## src/rtl/cpu7_excp_ctrl.sv

```systemverilog
// -----------------------------------------------------------------------------
// cpu7_excp_ctrl
//
// Exception / ERTN sequencer sitting between the commit stage and the CSR file.
// An exception is serialised into CSR writes: ERA <= faulting PC, PRMD <=
// {IE, PLV} taken from CRMD, CRMD <= 0, then fetch is redirected to EENTRY.
// ERTN restores CRMD from PRMD and redirects fetch to ERA. While idle, the
// pipeline's own CSR read/write port passes straight through to the CSR file.
//
// Optional feature macro: CPU7_EXCP_ESTAT_EN
//   defined   -> an extra WR_ESTAT step writes Ecode into ESTAT[21:16] after
//                CRMD is cleared; the exception redirect moves one cycle later.
//   undefined -> no ESTAT step, excp_ecode is not used.
//
// GRLEN and the LSOC1K_CSR_* address macros normally come from common.vh; the
// defaults below apply when that header has not been pulled in.
//
// Ports:
//   clk, resetn                      core clock, async active-low reset
//   excp_valid/excp_ecode/excp_pc    exception request (held until excp_ack)
//   ertn_valid                       ERTN request (held until excp_ack)
//   excp_ack                         request accepted (combinational, IDLE only)
//   excp_busy                        sequence in progress, pipeline stalls
//   redirect_valid/redirect_pc       one-cycle fetch redirect
//   pipe_csr_*                       pipeline CSR port (pass-through in IDLE)
//   csr_raddr/waddr/wdata/wen        to CSR file
//   csr_rdata, csr_eentry            from CSR file
//
// States:
//   IDLE      | pipe port passes through, requests accepted
//   SAVE_ERA  | write ERA = captured PC, read CRMD and keep IE/PLV
//   SAVE_PRMD | write PRMD = {IE, PLV}
//   SET_CRMD  | write CRMD = 0
//   WR_ESTAT  | write ESTAT.Ecode (only with CPU7_EXCP_ESTAT_EN)
//   RET_CRMD  | read PRMD and write CRMD = {PIE, PPLV} in the same cycle
//   RET_ERA   | read ERA as the return target
//   REDIRECT  | one-cycle redirect pulse, then back to IDLE
// -----------------------------------------------------------------------------
`ifndef GRLEN
`define GRLEN 32
`endif
`ifndef LSOC1K_CSR_BIT
`define LSOC1K_CSR_BIT 14
`endif
`ifndef LSOC1K_CSR_CRMD
`define LSOC1K_CSR_CRMD 'h000
`endif
`ifndef LSOC1K_CSR_PRMD
`define LSOC1K_CSR_PRMD 'h001
`endif
`ifndef LSOC1K_CSR_ESTAT
`define LSOC1K_CSR_ESTAT 'h005
`endif
`ifndef LSOC1K_CSR_ERA
`define LSOC1K_CSR_ERA 'h006
`endif

module cpu7_excp_ctrl (
  input  logic                       clk,
  input  logic                       resetn,
  input  logic                       excp_valid,
  input  logic [5:0]                 excp_ecode,
  input  logic [`GRLEN-1:0]          excp_pc,
  input  logic                       ertn_valid,
  output logic                       excp_ack,
  output logic                       excp_busy,
  output logic                       redirect_valid,
  output logic [`GRLEN-1:0]          redirect_pc,
  input  logic [`LSOC1K_CSR_BIT-1:0] pipe_csr_raddr,
  input  logic [`LSOC1K_CSR_BIT-1:0] pipe_csr_waddr,
  input  logic [`GRLEN-1:0]          pipe_csr_wdata,
  input  logic                       pipe_csr_wen,
  output logic [`GRLEN-1:0]          pipe_csr_rdata,
  output logic [`LSOC1K_CSR_BIT-1:0] csr_raddr,
  output logic [`LSOC1K_CSR_BIT-1:0] csr_waddr,
  output logic [`GRLEN-1:0]          csr_wdata,
  output logic                       csr_wen,
  input  logic [`GRLEN-1:0]          csr_rdata,
  input  logic [`GRLEN-1:0]          csr_eentry
);

  localparam logic [`LSOC1K_CSR_BIT-1:0] ADDR_CRMD  = `LSOC1K_CSR_BIT'(`LSOC1K_CSR_CRMD);
  localparam logic [`LSOC1K_CSR_BIT-1:0] ADDR_PRMD  = `LSOC1K_CSR_BIT'(`LSOC1K_CSR_PRMD);
  localparam logic [`LSOC1K_CSR_BIT-1:0] ADDR_ERA   = `LSOC1K_CSR_BIT'(`LSOC1K_CSR_ERA);

  typedef enum logic [2:0] {
    IDLE      = 3'd0,
    SAVE_ERA  = 3'd1,
    SAVE_PRMD = 3'd2,
    SET_CRMD  = 3'd3,
    RET_CRMD  = 3'd4,
    RET_ERA   = 3'd5,
    REDIRECT  = 3'd6
`ifdef CPU7_EXCP_ESTAT_EN
    , WR_ESTAT = 3'd7
`endif
  } state_t;

  state_t            state_q;
  logic [`GRLEN-1:0] pc_q;
  logic [`GRLEN-1:0] target_q;
  logic              ie_q;
  logic [1:0]        plv_q;
  logic              is_excp_q;   // selects EENTRY (exception) or ERA (ERTN) at redirect

`ifdef CPU7_EXCP_ESTAT_EN
  localparam logic [`LSOC1K_CSR_BIT-1:0] ADDR_ESTAT = `LSOC1K_CSR_BIT'(`LSOC1K_CSR_ESTAT);
  logic [5:0] ecode_q;
`else
  logic unused_ecode;
  assign unused_ecode = ^excp_ecode;
`endif

  always_ff @(posedge clk or negedge resetn) begin
    if (!resetn) begin
      state_q   <= IDLE;
      pc_q      <= '0;
      target_q  <= '0;
      ie_q      <= 1'b0;
      plv_q     <= 2'b00;
      is_excp_q <= 1'b0;
`ifdef CPU7_EXCP_ESTAT_EN
      ecode_q   <= 6'd0;
`endif
    end else begin
      case (state_q)
        IDLE: begin
          // exception has priority; a simultaneous ERTN stays pending
          if (excp_valid) begin
            state_q   <= SAVE_ERA;
            pc_q      <= excp_pc;
            is_excp_q <= 1'b1;
`ifdef CPU7_EXCP_ESTAT_EN
            ecode_q   <= excp_ecode;
`endif
          end else if (ertn_valid) begin
            state_q   <= RET_CRMD;
            is_excp_q <= 1'b0;
          end
        end
        SAVE_ERA: begin
          ie_q    <= csr_rdata[2];
          plv_q   <= csr_rdata[1:0];
          state_q <= SAVE_PRMD;
        end
        SAVE_PRMD: state_q <= SET_CRMD;
`ifdef CPU7_EXCP_ESTAT_EN
        SET_CRMD:  state_q <= WR_ESTAT;
        WR_ESTAT:  state_q <= REDIRECT;
`else
        SET_CRMD:  state_q <= REDIRECT;
`endif
        RET_CRMD:  state_q <= RET_ERA;
        RET_ERA: begin
          target_q <= csr_rdata;
          state_q  <= REDIRECT;
        end
        REDIRECT:  state_q <= IDLE;
        default:   state_q <= IDLE;
      endcase
    end
  end

  always_comb begin
    excp_ack       = 1'b0;
    excp_busy      = (state_q != IDLE);
    redirect_valid = 1'b0;
    redirect_pc    = '0;
    pipe_csr_rdata = '0;
    csr_raddr      = pipe_csr_raddr;
    csr_waddr      = pipe_csr_waddr;
    csr_wdata      = pipe_csr_wdata;
    csr_wen        = 1'b0;
    case (state_q)
      IDLE: begin
        excp_ack       = excp_valid | ertn_valid;
        csr_wen        = pipe_csr_wen;
        pipe_csr_rdata = csr_rdata;
      end
      SAVE_ERA: begin
        csr_raddr = ADDR_CRMD;
        csr_waddr = ADDR_ERA;
        csr_wdata = pc_q;
        csr_wen   = 1'b1;
      end
      SAVE_PRMD: begin
        csr_waddr = ADDR_PRMD;
        csr_wdata = {{(`GRLEN-3){1'b0}}, ie_q, plv_q};
        csr_wen   = 1'b1;
      end
      SET_CRMD: begin
        csr_waddr = ADDR_CRMD;
        csr_wdata = '0;
        csr_wen   = 1'b1;
      end
`ifdef CPU7_EXCP_ESTAT_EN
      WR_ESTAT: begin
        csr_waddr = ADDR_ESTAT;
        csr_wdata = {{(`GRLEN-22){1'b0}}, ecode_q, 16'b0};
        csr_wen   = 1'b1;
      end
`endif
      RET_CRMD: begin
        // PRMD read data feeds the CRMD write in the same cycle
        csr_raddr = ADDR_PRMD;
        csr_waddr = ADDR_CRMD;
        csr_wdata = {{(`GRLEN-3){1'b0}}, csr_rdata[2:0]};
        csr_wen   = 1'b1;
      end
      RET_ERA: begin
        csr_raddr = ADDR_ERA;
      end
      REDIRECT: begin
        redirect_valid = 1'b1;
        redirect_pc    = is_excp_q ? csr_eentry : target_q;
      end
      default: ;
    endcase
  end

endmodule

```

## config.mk

```make
export PLATFORM = sky130hd
export DESIGN_NAME = cpu7_excp_ctrl
export DESIGN_NICKNAME = d
export VERILOG_FILES = /design/src/rtl/cpu7_excp_ctrl.sv
export SDC_FILE = /design/constraint.sdc
export NUM_CORES = 1
export LEC_CHECK = 0
export BUFFER_PORTS_ARGS = -buffer_cell sky130_fd_sc_hd__buf_2
export CAP_MARGIN = 30
export CORE_AREA = 2 2 114 116
export DETAILED_ROUTE_END_ITERATION = 8
export DIE_AREA = 0 0 116 118
export PLACE_DENSITY = 0.76
export SLEW_MARGIN = 0
export SYNTH_ARGS = -nofsm -noshare
export SYNTH_HDL_FRONTEND = slang
export SYNTH_SLANG_ARGS = --single-unit
```

## constraint.sdc

```tcl
create_clock -name clk -period 1.6 [get_ports clk]
set_input_delay 0.32 -clock clk [delete_from_list [all_inputs] [get_ports clk]]
set_output_delay 0.32 -clock clk [all_outputs]
set_load 0.01 [all_outputs]
```

## Word level (Yosys, flattened, before mapping)

Cells that the tools add are included.

| storage, ports and cells | value |
|---|---|
| RAM bits | 0 |
| bits in read-only memories | 0 |
| bits in latches | 0 |
| memories kept | 0 |
| word-level logic and storage cells | 36 |
| input port bits | 167 |
| bits in registers | 71 |

| cells by class | value |
|---|---|
| order comparisons | 0 |
| bitwise logic cells | 1 |
| equal/unequal tests | 7 |
| reductions and logical operators | 8 |
| $add $sub $neg | 0 |
| shift operators | 0 |
| multiply operators | 0 |
| divide/modulo/power cells | 0 |
| mux-type cells | 14 |

Operators with widths:

| operator | number |
|---|---|
| case mux 32 bit (4 select lines) | 1 |
| 2-to-1 mux 32 bit | 3 |
| case mux 14 bit (3 select lines) | 2 |
| case mux 3 bit (5 select lines) | 1 |
| == test 3 bit (second input constant) | 3 |
| == test 3 x 2 -> 1 bit (second input constant) | 2 |
| 2-to-1 mux 3 bit | 2 |
| 2-to-1 mux 1 bit | 4 |
| AND reduction 2 bit | 2 |
| OR reduction 2 bit | 2 |
| OR reduction 4 bit | 1 |
| == test 3 x 1 -> 1 bit (second input constant) | 1 |
| logical NOT 3 bit | 1 |
| inequality test 3 bit (second input constant) | 1 |
| nonzero test 3 bit | 1 |
| case mux 1 bit (2 select lines) | 1 |
| nonzero test 2 bit | 1 |
| OR 1 bit | 1 |

## Depth between registers and ports, before layout

Gate-level depths: netlist of the first run.

| depth | value |
|---|---|
| depth after elaboration | 3 |
| gate-level depth with buffers | 6 |

## Least setup slack after synthesis of the first run

No wires, ideal clock.

| timing | value |
|---|---|
| path kind | flip-flop to output port |
| start point | register state_q[1] |
| end point | output port csr_waddr[10] |
| path buffers | 2 |
| setup slack | -81 ps |
| cell stages (with the launch flop) | 7 |
| data arrival time | 1,361 ps |
| cells stage by stage | dfrtp_1 > buf_6 > nor3_4 > inv_1 > nand2_1 > clkbuf_2 > and2_1 |

| on the way | value |
|---|---|
| cells in the longest elaborated chain, start to end | 3 |
| elaborated cells between the ends (all ways) | 6 |

RTL lines:

| element | RTL line | source |
|---|---|---|
| from (decl) | 99 | `state_t state_q;` |
| from (signal assigned) | 116 | `state_q <= IDLE;` |
| from (signal assigned) | 130 | `state_q <= SAVE_ERA;` |
| from (signal assigned) | 137 | `state_q <= RET_CRMD;` |
| == test 3 bit / == test 3 x 2 -> 1 bit (equally long branches) | 174 | `case (state_q)` |
| OR reduction 2 bit (no source line) | n/a |  |
| case mux 14 bit (3 select lines) * | 174 |  |
| to (decl) | 75 | `` output logic [`LSOC1K_CSR_BIT-1:0] csr_waddr, `` |

Mark *: on every way between the ends. The rest lies on a longest branch, timed or not.

## Worst setup path after layout of the first run

| timing | value |
|---|---|
| start point | register state_q[1] |
| end point | output port csr_wdata[1] |

| on the way | value |
|---|---|
| cells in the longest elaborated chain, start to end | 2 |
| elaborated cells between the ends (all ways) | 5 |

RTL lines:

| element | RTL line | source |
|---|---|---|
| == test 3 bit (tied with other cells) | 174 |  |
| case mux 32 bit (4 select lines) * | 174 |  |
| to (decl) | 76 | `` output logic [`GRLEN-1:0] csr_wdata, `` |

Marked as above.

==> flow_summary.json, run 1 <==
{
  "synth_ff_type": "dfrtp_1",
  "whs_path_depth": 2,
  "wl_per_cell_um": 19.86,
  "drtAntennaViolNets": 0,
  "rsz0062_at_grt": "yes",
  "p_switching_mw": 5.891,
  "first_iter_violations": 204,
  "vias_per_cell": 4.958,
  "tritoncts.num_buffers": 9,
  "hold_viol_final": 0,
  "syn-num-nets": 532,
  "min_period_over_period_pct": 129.6,
  "outcome": "finished with violations",
  "cts-root-buf": "clkbuf_16",
  "dp_worst_setup_slack_ns": -0.2511,
  "clock-sinks": 71,
  "die_y_um": 118,
  "grt_max_degree": 72,
  "min_period_ns": 2.074,
  "cellLeakagePower_nw": 4.168,
  "yosys_warnings": 0,
  "reg2regPathDepth": 6,
  "grt_pass1_vias": 4118,
  "area_growth_pct": 86.03,
  "synth_edf_count": 0,
  "drive_above_1_share_pct": 75.46,
  "syn_inst": 365,
  "fin_nets": 867,
  "synth_async_sr_flop_share_pct": 100.0,
  "num_antenna_cells": 0,
  "design_area_mm2": 0.008082,
  "hold_start": "excp_pc[18]",
  "start_kind": "flop",
  "start_util_pct": 34.99,
  "p_comb_share_pct": 64.1,
  "finalWirelength_mm": 17.42,
  "antenna_found_initial": 0,
  "core_area_mm2": 0.01241,
  "endpoint_kind": "output pin",
  "max-cap-violations": 0,
  "min_to": "pc_q[18]$_DFFE_PN0P_",
  "track_usage_pct": 21.01,
  "ys_ff_latch": 71,
  "relSlewSlack_pct": 73.74,
  "timing.fmax_mhz": 482.2,
  "io_pins": 295,
  "crit_family": "flip-flops",
  "ff2ff_setup_slack_ns": -0.28,
  "p_per_area_mw_per_mm2": 1981,
  "critPathBufInv": 2,
  "crit_path_top_delay_cell": "dfrtp_2",
  "reg2reg_from": "state_q[1]$_DFFE_PN0P_",
  "worst_pin_slew_ns": 0.3940,
  "drc": 0,
  "dr.pass1.iters": 4,
  "violations": "negative setup slack",
  "vias": 4348,
  "grt_use_met2_pct": 37.32,
  "setup_ws_ns": -0.4740,
  "clk_path_buf_depth": 2,
  "worstSetupPathType": "flop to output pin",
  "internal_power_mw": 10.12,
  "fin_tns_setup_ns": -64.95,
  "irDropWorstVdd_v": 0.001175,
  "holdCritPathClass": "input port to flop",
  "dpl_cell_area_mm2": 0.006101,
  "syn_area_mm2": 0.004344,
  "final_common_cell": "buf_2",
  "maxSlewViolCount": 0,
  "clock_skew_ns": 0.004815,
  "r2r_end": "pc_q[6]$_DFFE_PN0P_",
  "grt.met1_usage_pct": 25.51,
  "fp-row-count": 41,
  "grt_overflow": 0,
  "final_cell_mix": "buf_2 (213), buf_6 (90), dfrtp_1 (67)",
  "portBuffers": 288,
  "slowest_delay_ns": 0.48,
  "hpwl_mm": 10.13,
  "cts_tree": "done",
  "seq_power_share_pct": 21.4,
  "clk_pin_slew_ns": 0.06,
  "cts_max_level": 3,
  "synth-seq-area-share_pct": 40.90,
  "setup_violations": 196,
  "path_cells": "buf_6 -> mux2_4 -> a221oi_4 -> a21oi_2 -> buf_2",
  "gp_congestion": 0.8756,
  "die_area_mm2": 0.01369,
  "grt_util_met3_pct": 4.068,
  "top_usage_layer": "met2",
  "p_sw_share_pct": 36.80,
  "clk_latency_ns": 0.33,
  "cp_max_fo": 7,
  "grt_pass1_wl_mm": 21.89,
  "required_ns": 1.28,
  "synth_area_per_cell_um2": 11.90,
  "synth.distinct_cells": 31,
  "die_x_um": 116,
  "arrival_ns": 1.75,
  "clkPwrFrac_pct": 14.5
}
==> sequential cells by signal, indices dropped and copies added (netlist names) <==
register   count
plv_q          2
ie_q           1
target_q      32
pc_q          32
is_excp_q      1
state_q        3
==> timing repair <==
| action | in CTS | in global routing |
|---|---|---|
| gates cloned | 9 | 11 |
| gates resized for setup | 81 | 183 |
| endpoints found under the setup margin | 160 | 195 |
| hold buffers | 1 | 0 |
| pin swaps | 36 | 44 |
| setup buffers | 10 | 8 |
| hold endpoints to repair | 4 | 0 |
==> worst max path at each step <==
stage               cells after the start       endpoint  slack [ns]                    from
global route                            6   csr_wdata[1]       -0.55  state_q[1]$_DFFE_PN0P_
CTS                                     5   csr_wdata[0]       -0.44  state_q[1]$_DFFE_PN0P_
finish                                  5   csr_wdata[1]       -0.47  state_q[1]$_DFFE_PN0P_
detailed placement                      5   csr_raddr[1]       -0.25  state_q[0]$_DFFE_PN0P_
global placement                        5   csr_wdata[1]       -0.16  state_q[1]$_DFFE_PN0P_
floorplan                               5  csr_wdata[11]       -0.02  state_q[0]$_DFFE_PN0P_
==> layout make-up <==
type                            count  area (µm²)
Timing Repair Buffer              353        2923
Clock buffer                       10       239.0
Sequential cell                    71        1782
Clock inverter                      6       107.6
Inverter                            5       21.27
Multi-Input combinational cell    260        2794
Fill cell                         927        4333
Tap cell                          172       215.2
==> metal layers <==
| layer | up-vias | routed length [µm] |
|---|---|---|
| met3 | 31 | 1049 |
| met2 | 199 | 9161 |
| met4 | 0 | 403 |
| met5 | - | 0 |
| met1 | 2163 | 6805 |
| li1 | 1955 | - |
==> synth_stat cells, types with 4 or more instances <==
| master | instances | area share [%] |
|---|---|---|
| a21oi_1 | 8 | 0.92 |
| a22o_1 | 29 | 5.8 |
| and2_1 | 54 | 7.8 |
| buf_12 | 4 | 1.8 |
| buf_2 | 5 | 0.58 |
| buf_4 | 7 | 1.2 |
| buf_6 | 4 | 1.0 |
| clkbuf_1 | 9 | 0.78 |
| dfrtp_1 | 71 | 41 |
| inv_1 | 4 | 0.35 |
| mux2_2 | 14 | 3.6 |
| mux2_4 | 56 | 19 |
| mux2i_1 | 35 | 8.1 |
| nand2_1 | 7 | 0.60 |
| nor2_1 | 36 | 3.1 |
==> power groups by stage <==
stage,Sequential [mW],Combinational [mW],Clock (mW)
after global placement,3.32,6.57,0
after global routing,3.51,10.8,2.44
after floorplan,3.10,4.72,0
final,3.42,10.3,2.33
after CTS,3.37,8.11,2.38
after detailed placement,3.37,6.76,0
==> through the flow <==
step	utilization, %	power (mW)	cells	hold slack, ns
after global routing	65.10	16.75	877	0.1953
after CTS	57.08	13.86	863	0.1926
final	65.10	16.01	877	0.2115
after detailed placement	49.14	10.13	828	0.3644
after global placement	49.14	9.896	828	0.3542
after floorplan	-	7.815	365	0.02441
==> cells by family after synthesis <==
| logic type | count (synthesis) | share of synthesized area (%) |
|---|---|---|
| buf+inv | 35 | 5.990 |
| flops | 71 | 40.90 |
| mux | 105 | 31.05 |
| compound gates | 49 | 8.785 |
| simple gates | 105 | 13.28 |
No activity file was read; power rests on OpenSTA's default activity.
==> run 2: changes to the inputs <==
==> constraint.sdc (replaced) <==
create_clock -name clk -period 1.6 [get_ports clk]
set_input_delay 0.24 -clock clk [delete_from_list [all_inputs] [get_ports clk]]
set_output_delay 0.24 -clock clk [all_outputs]
set_load 0.01 [all_outputs]
==> run 2 against run 1 <==
Compared with the run above: the run still ends with negative setup slack left; register-to-register slack worse by 0.02 ns; largest power group unchanged; via count shrank 1.7%; count of clock-buffer cells in the layout did not move; final cell count fell by 0.46%; combinational power is 9.5% lower; highest routed layer unchanged.
==> flow_summary.json, run 2 (synthesis gave the netlist of run 1 again) <==
{
  "outcome": "finished with violations",
  "violations": "negative setup slack",
  "final_cell_mix": "buf_2 (244), dfrtp_1 (67), mux2_4 (63)",
  "endpoint_kind": "output pin",
  "dp_worst_setup_slack_ns": -0.1455,
  "drtAntennaViolNets": 0,
  "worst_pin_slew_ns": 0.4504,
  "antenna_found_initial": 0,
  "vias_per_cell": 4.897,
  "die_x_um": 116,
  "reg_top3": "pc_q: 32 flops, target_q: 32 flops, state_q: 3 flops",
  "grt_overflow": 0,
  "total_power_mw": 15.05,
  "drc": 0,
  "area_growth_pct": 74.45,
  "hpwl_mm": 9.930,
  "die_area_mm2": 0.01369,
  "max-cap-violations": 0,
  "track_usage_pct": 20.14,
  "min_to": "pc_q[15]$_DFFE_PN0P_",
  "cellLeakagePower_nw": 4.087,
  "drive_above_1_share_pct": 71.18,
  "clk_pin_slew_ns": 0.06,
  "hold_start": "excp_pc[15]",
  "utilization_pct": 61.05,
  "tritoncts.num_buffers": 9,
  "reg2reg_from": "state_q[1]$_DFFE_PN0P_",
  "min_period_ns": 2.010,
  "maxSlewViolCount": 0,
  "dr.pass1.iters": 4,
  "finalWirelength_mm": 16.17,
  "cts_tree": "done",
  "cts_max_level": 3,
  "min_period_over_period_pct": 125.6,
  "clock_skew_ns": 0.004573,
  "io_pins": 295,
  "relSlewSlack_pct": 69.97,
  "setup_ws_ns": -0.4097,
  "num_antenna_cells": 0,
  "ff2ff_setup_slack_ns": -0.30,
  "required_ns": 1.36,
  "reg2regPathDepth": 7,
  "first_iter_violations": 185,
  "fp-row-count": 41,
  "timing.fmax_mhz": 497.6,
  "whs_path_depth": 2,
  "start_kind": "flop",
  "setup_violations": 193,
  "core_area_mm2": 0.01241,
  "clk_path_buf_depth": 2,
  "cp_max_fo": 16,
  "fill_cells": 974,
  "worstSetupPathType": "flop to output pin",
  "clock-sinks": 71,
  "die_y_um": 118,
  "hold_viol_final": 0,
  "fin_nets": 863,
  "grt_pass1_wl_mm": 21.25,
  "grt_max_degree": 36,
  "wl_per_cell_um": 18.53,
  "gp_congestion": 0.8431,
  "grt_pass1_vias": 4050,
  "final_common_cell": "buf_2",
  "holdCritPathClass": "input port to flop",
  "r2r_end": "pc_q[22]$_DFFE_PN0P_",
  "rsz0062_at_grt": "yes",
  "p_per_area_mw_per_mm2": 1985,
  "irDropWorstVdd_v": 0.001729,
  "portBuffers": 288,
  "cts-root-buf": "clkbuf_16",
  "vias": 4275,
  "design_area_mm2": 0.007579,
  "dpl_cell_area_mm2": 0.006056,
  "arrival_ns": 1.77,
  "start_util_pct": 34.99,
  "clk_latency_ns": 0.33
}
-- run 2: changes by cell type in the layout (fill, tap and decap cells not counted), moves of 2 or more --
cell	before	now
and2_1	14	17
buf_16	6	4
nor2_1	3	33
nand2_4	1	3
buf_6	90	56
nor2_4	32	1
buf_2	213	244
and2_4	41	38
mux2_4	65	63
mux2_2	5	7
-- run 2: layout make-up --
class | count | area (µm²) | share of cell area [%]
inverter | 5 | 18.77 | 0.2476
tap | 172 | 215.2 | 2.840
multi-input combinational | 260 | 2564 | 33.83
clock buffer | 10 | 239.0 | 3.153
clock inverter | 6 | 107.6 | 1.420
timing repair buffer | 349 | 2653 | 35.00
sequential | 71 | 1782 | 23.51
-- run 2: repair_timing --
item,4_1_cts,5_1_grt
hold buffers,1,0
resized for setup,75,87
buffers inserted,15,8
setup endpoints to repair,165,192
gates cloned,10,9
endpoints found under the hold margin,30,0
pin swaps,11,41
-- run 2: metrics by stage --
stage / setup TNS (ns) / hold slack, ns / std cells
floorplan: 0 / -0.05559 / 365
global placement: -1.280 / 0.2058 / 822
detailed placement: -3.104 / 0.2107 / 822
CTS: -45.71 / 0.1274 / 864
global route: -55.79 / 0.1282 / 873
finish: -43.23 / 0.1406 / 873
-- run 2: worst max-delay path, cell delays in order, from the launching register on --
cell       delay (ns)
dfrtp_2          0.47
buf_6            0.15
nor3_4           0.20
buf_12           0.15
clkbuf_16        0.17
a22o_1           0.17
buf_2            0.13
-- run 2: power by group --
group / switching [mW] / internal (mW)
registers: 0.684 / 2.74
clock network: 0.749 / 1.56
logic: 3.89 / 5.42
-- run 2: worst max-delay path by stage --
stage                                 to  slack [ns]  depth (start not counted)              startpoint
CTS                         csr_wdata[1]       -0.38                          5  state_q[1]$_DFFE_PN0P_
detailed placement          csr_raddr[8]       -0.15                          4  state_q[0]$_DFFE_PN0P_
global placement            csr_wdata[2]        -0.1                          5  state_q[1]$_DFFE_PN0P_
floorplan           pc_q[11]$_DFFE_PN0P_        0.02                          6  state_q[1]$_DFFE_PN0P_
finish                      csr_wdata[8]       -0.41                          6  state_q[1]$_DFFE_PN0P_
global route                csr_wdata[8]       -0.46                          6  state_q[1]$_DFFE_PN0P_
-- run 2: metal layers --
metal  wire [µm]  vias to the layer above  track usage, %  share of wire, %
li1            -                     1946               -                 -
met5           0                        -               0                 0
met3         958                       16           3.811               5.9
met1        6403                     2110           23.81                40
met2        8625                      203           36.81                53
met4         186                        0           5.283               1.2
==> run 3: changes to the inputs <==
GPL_TIMING_DRIVEN = 0   (was unset)
==> run 3 against run 2 <==
Compared with the run above: the flow still finishes with violations (negative setup slack); routed wire length is 5.8% lower; combinational power down 2%; design area fell by 1.3%; flip-flop and latch count unchanged; critical endpoint is now csr_wdata[1]; highest routed layer unchanged.
==> flow_summary.json, run 3 (synthesis gave the netlist of run 1 again) <==
{
  "final_cell_mix": "buf_2 (262), dfrtp_1 (69), mux2_4 (62)",
  "path_cells": "buf_6 -> buf_8 -> mux2_4 -> a221oi_2 -> a21oi_2 -> buf_2",
  "portBuffers": 288,
  "irDropWorstVdd_v": 0.0009269,
  "start_util_pct": 34.99,
  "r2r_end": "pc_q[28]$_DFFE_PN0P_",
  "fill_cells": 1032,
  "min_period_ns": 1.986,
  "max-cap-violations": 0,
  "drtAntennaViolNets": 0,
  "total_power_mw": 14.54,
  "hold_viol_final": 0,
  "first_iter_violations": 142,
  "fp-row-count": 41,
  "track_usage_pct": 21.43,
  "worst_pin_slew_ns": 0.4148,
  "dpl_cell_area_mm2": 0.006026,
  "multiInputGateArea_mm2": 0.002544,
  "slowest_delay_ns": 0.39,
  "rsz0062_at_grt": "yes",
  "fin_tns_setup_ns": -44.54,
  "num_antenna_cells": 0,
  "arrival_ns": 1.75,
  "die_y_um": 118,
  "cellLeakagePower_nw": 4.064,
  "tritoncts.num_buffers": 9,
  "hpwl_mm": 10.34,
  "worstSetupPathDepth": 6,
  "violations": "negative setup slack",
  "cts_tree": "done",
  "outcome": "finished with violations",
  "ff2ff_setup_slack_ns": -0.22,
  "start_kind": "flop",
  "grt_max_degree": 42,
  "holdCritPathClass": "input port to flop",
  "cp_max_fo": 7,
  "endpoint": "csr_wdata[1]",
  "vias_per_cell": 4.696,
  "timing.fmax_mhz": 503.6,
  "clock-sinks": 71,
  "dr.pass1.iters": 4,
  "grt_overflow": 0,
  "io_pins": 295,
  "reg_top3": "pc_q: 32 flops, target_q: 32 flops, state_q: 3 flops",
  "reg2regPathDepth": 8,
  "wl_per_cell_um": 17.10,
  "required_ns": 1.36,
  "worstSetupPathType": "flop to output pin",
  "final_common_cell": "buf_2",
  "endpoint_kind": "output pin",
  "critPathBufInv": 3,
  "clk_pin_slew_ns": 0.07,
  "crit_family": "buffers and inverters",
  "cts_max_level": 3,
  "die_area_mm2": 0.01369,
  "crit_start": "state_q[1]$_DFFE_PN0P_",
  "final-instance-count-excl-fill": 891,
  "design_area_mm2": 0.007480,
  "setup_ws_ns": -0.3857,
  "place_inst": 826,
  "clk_path_buf_depth": 2,
  "crit_path_top_delay_cell": "dfrtp_1",
  "p_per_area_mw_per_mm2": 1944,
  "finalWirelength_mm": 15.23,
  "fin_nets": 881,
  "drc": 0,
  "regArea_mm2": 0.001779,
  "gp_congestion": 0.8753,
  "min_period_over_period_pct": 124.1,
  "grt_pass1_wl_mm": 22.59,
  "cts-root-buf": "clkbuf_16",
  "clock_skew_ns": 0.01059,
  "drive_above_1_share_pct": 71.07,
  "clk_latency_ns": 0.34,
  "vias": 4184,
  "core_area_mm2": 0.01241,
  "setup_violations": 189,
  "antenna_found_initial": 0,
  "reg2reg_from": "state_q[1]$_DFFE_PN0P_",
  "maxSlewViolCount": 0,
  "relSlewSlack_pct": 72.35,
  "area_growth_pct": 72.18,
  "die_x_um": 116,
  "grt_pass1_vias": 4259
}
run 3: per-stage QoR:
step	hold WS [ns]	util, %	setup slack [ns]
finish	0.1281	60.25	-0.3857
global route	0.1195	60.25	-0.4486
CTS	0.1257	58.95	-0.3642
detailed placement	0.2020	48.54	-0.5518
global placement	0.4709	48.36	-0.5234
floorplan	-0.05559	-	0.02153
run 3: area by class of cell:
class,count,area share (%)
Inverter,5,0.4182
Clock buffer,9,3.011
Multi-Input combinational cell,259,34.01
Timing Repair Buffer,341,29.69
Sequential cell,71,23.79
Tap cell,172,2.877
Buffer,27,5.236
Clock inverter,7,0.9702
run 3: what timing repair did:
action / 4_1_cts / 5_1_grt
setup buffers: 32 / 12
endpoints found under the hold margin: 30 / 0
endpoints found under the setup margin: 189 / 190
gates resized for setup: 150 / 64
hold buffers: 1 / 0
cloned: 15 / 1
pin swaps: 33 / 13
run 3: worst register-to-register path, cell delays in order, from the launching register on:
cell	delay [ns]
dfrtp_1	0.39
buf_6	0.16
nor3_4	0.18
buf_4	0.15
and2_4	0.16
buf_8	0.15
buf_12	0.12
buf_12	0.12
mux2_4	0.30
run 3: power by group:
| part | leakage, nW | total, mW | switching (mW) | internal (mW) |
|---|---|---|---|---|
| sequential | 0.836 | 3.37 | 0.639 | 2.73 |
| combinational | 3.09 | 9.14 | 3.86 | 5.28 |
| clock | 0.142 | 2.03 | 0.820 | 1.21 |
run 3: worst min-delay path by stage:
stage                start                   end  slack, ns  cells past startpoint
4_1_cts        excp_pc[25]  pc_q[25]$_DFFE_PN0P_       0.13                      2
3_3_place_gp   excp_pc[25]  pc_q[25]$_DFFE_PN0P_       0.47                      2
5_1_grt        excp_pc[22]  pc_q[22]$_DFFE_PN0P_       0.12                      2
2_1_floorplan       resetn      ie_q$_DFFE_PN0N_      -0.06                      0
6_report       excp_pc[22]  pc_q[22]$_DFFE_PN0P_       0.13                      2
3_5_place_dp        resetn  pc_q[31]$_DFFE_PN0P_       0.20                      1
run 3: metal layers:
layer,GRT usage (%),vias up,part of all wire (%)
met5,0,-,0
met4,6.027,0,1.4
met3,4.016,17,5.5
met2,37.32,163,52
met1,26.79,2023,42
li1,-,1981,-
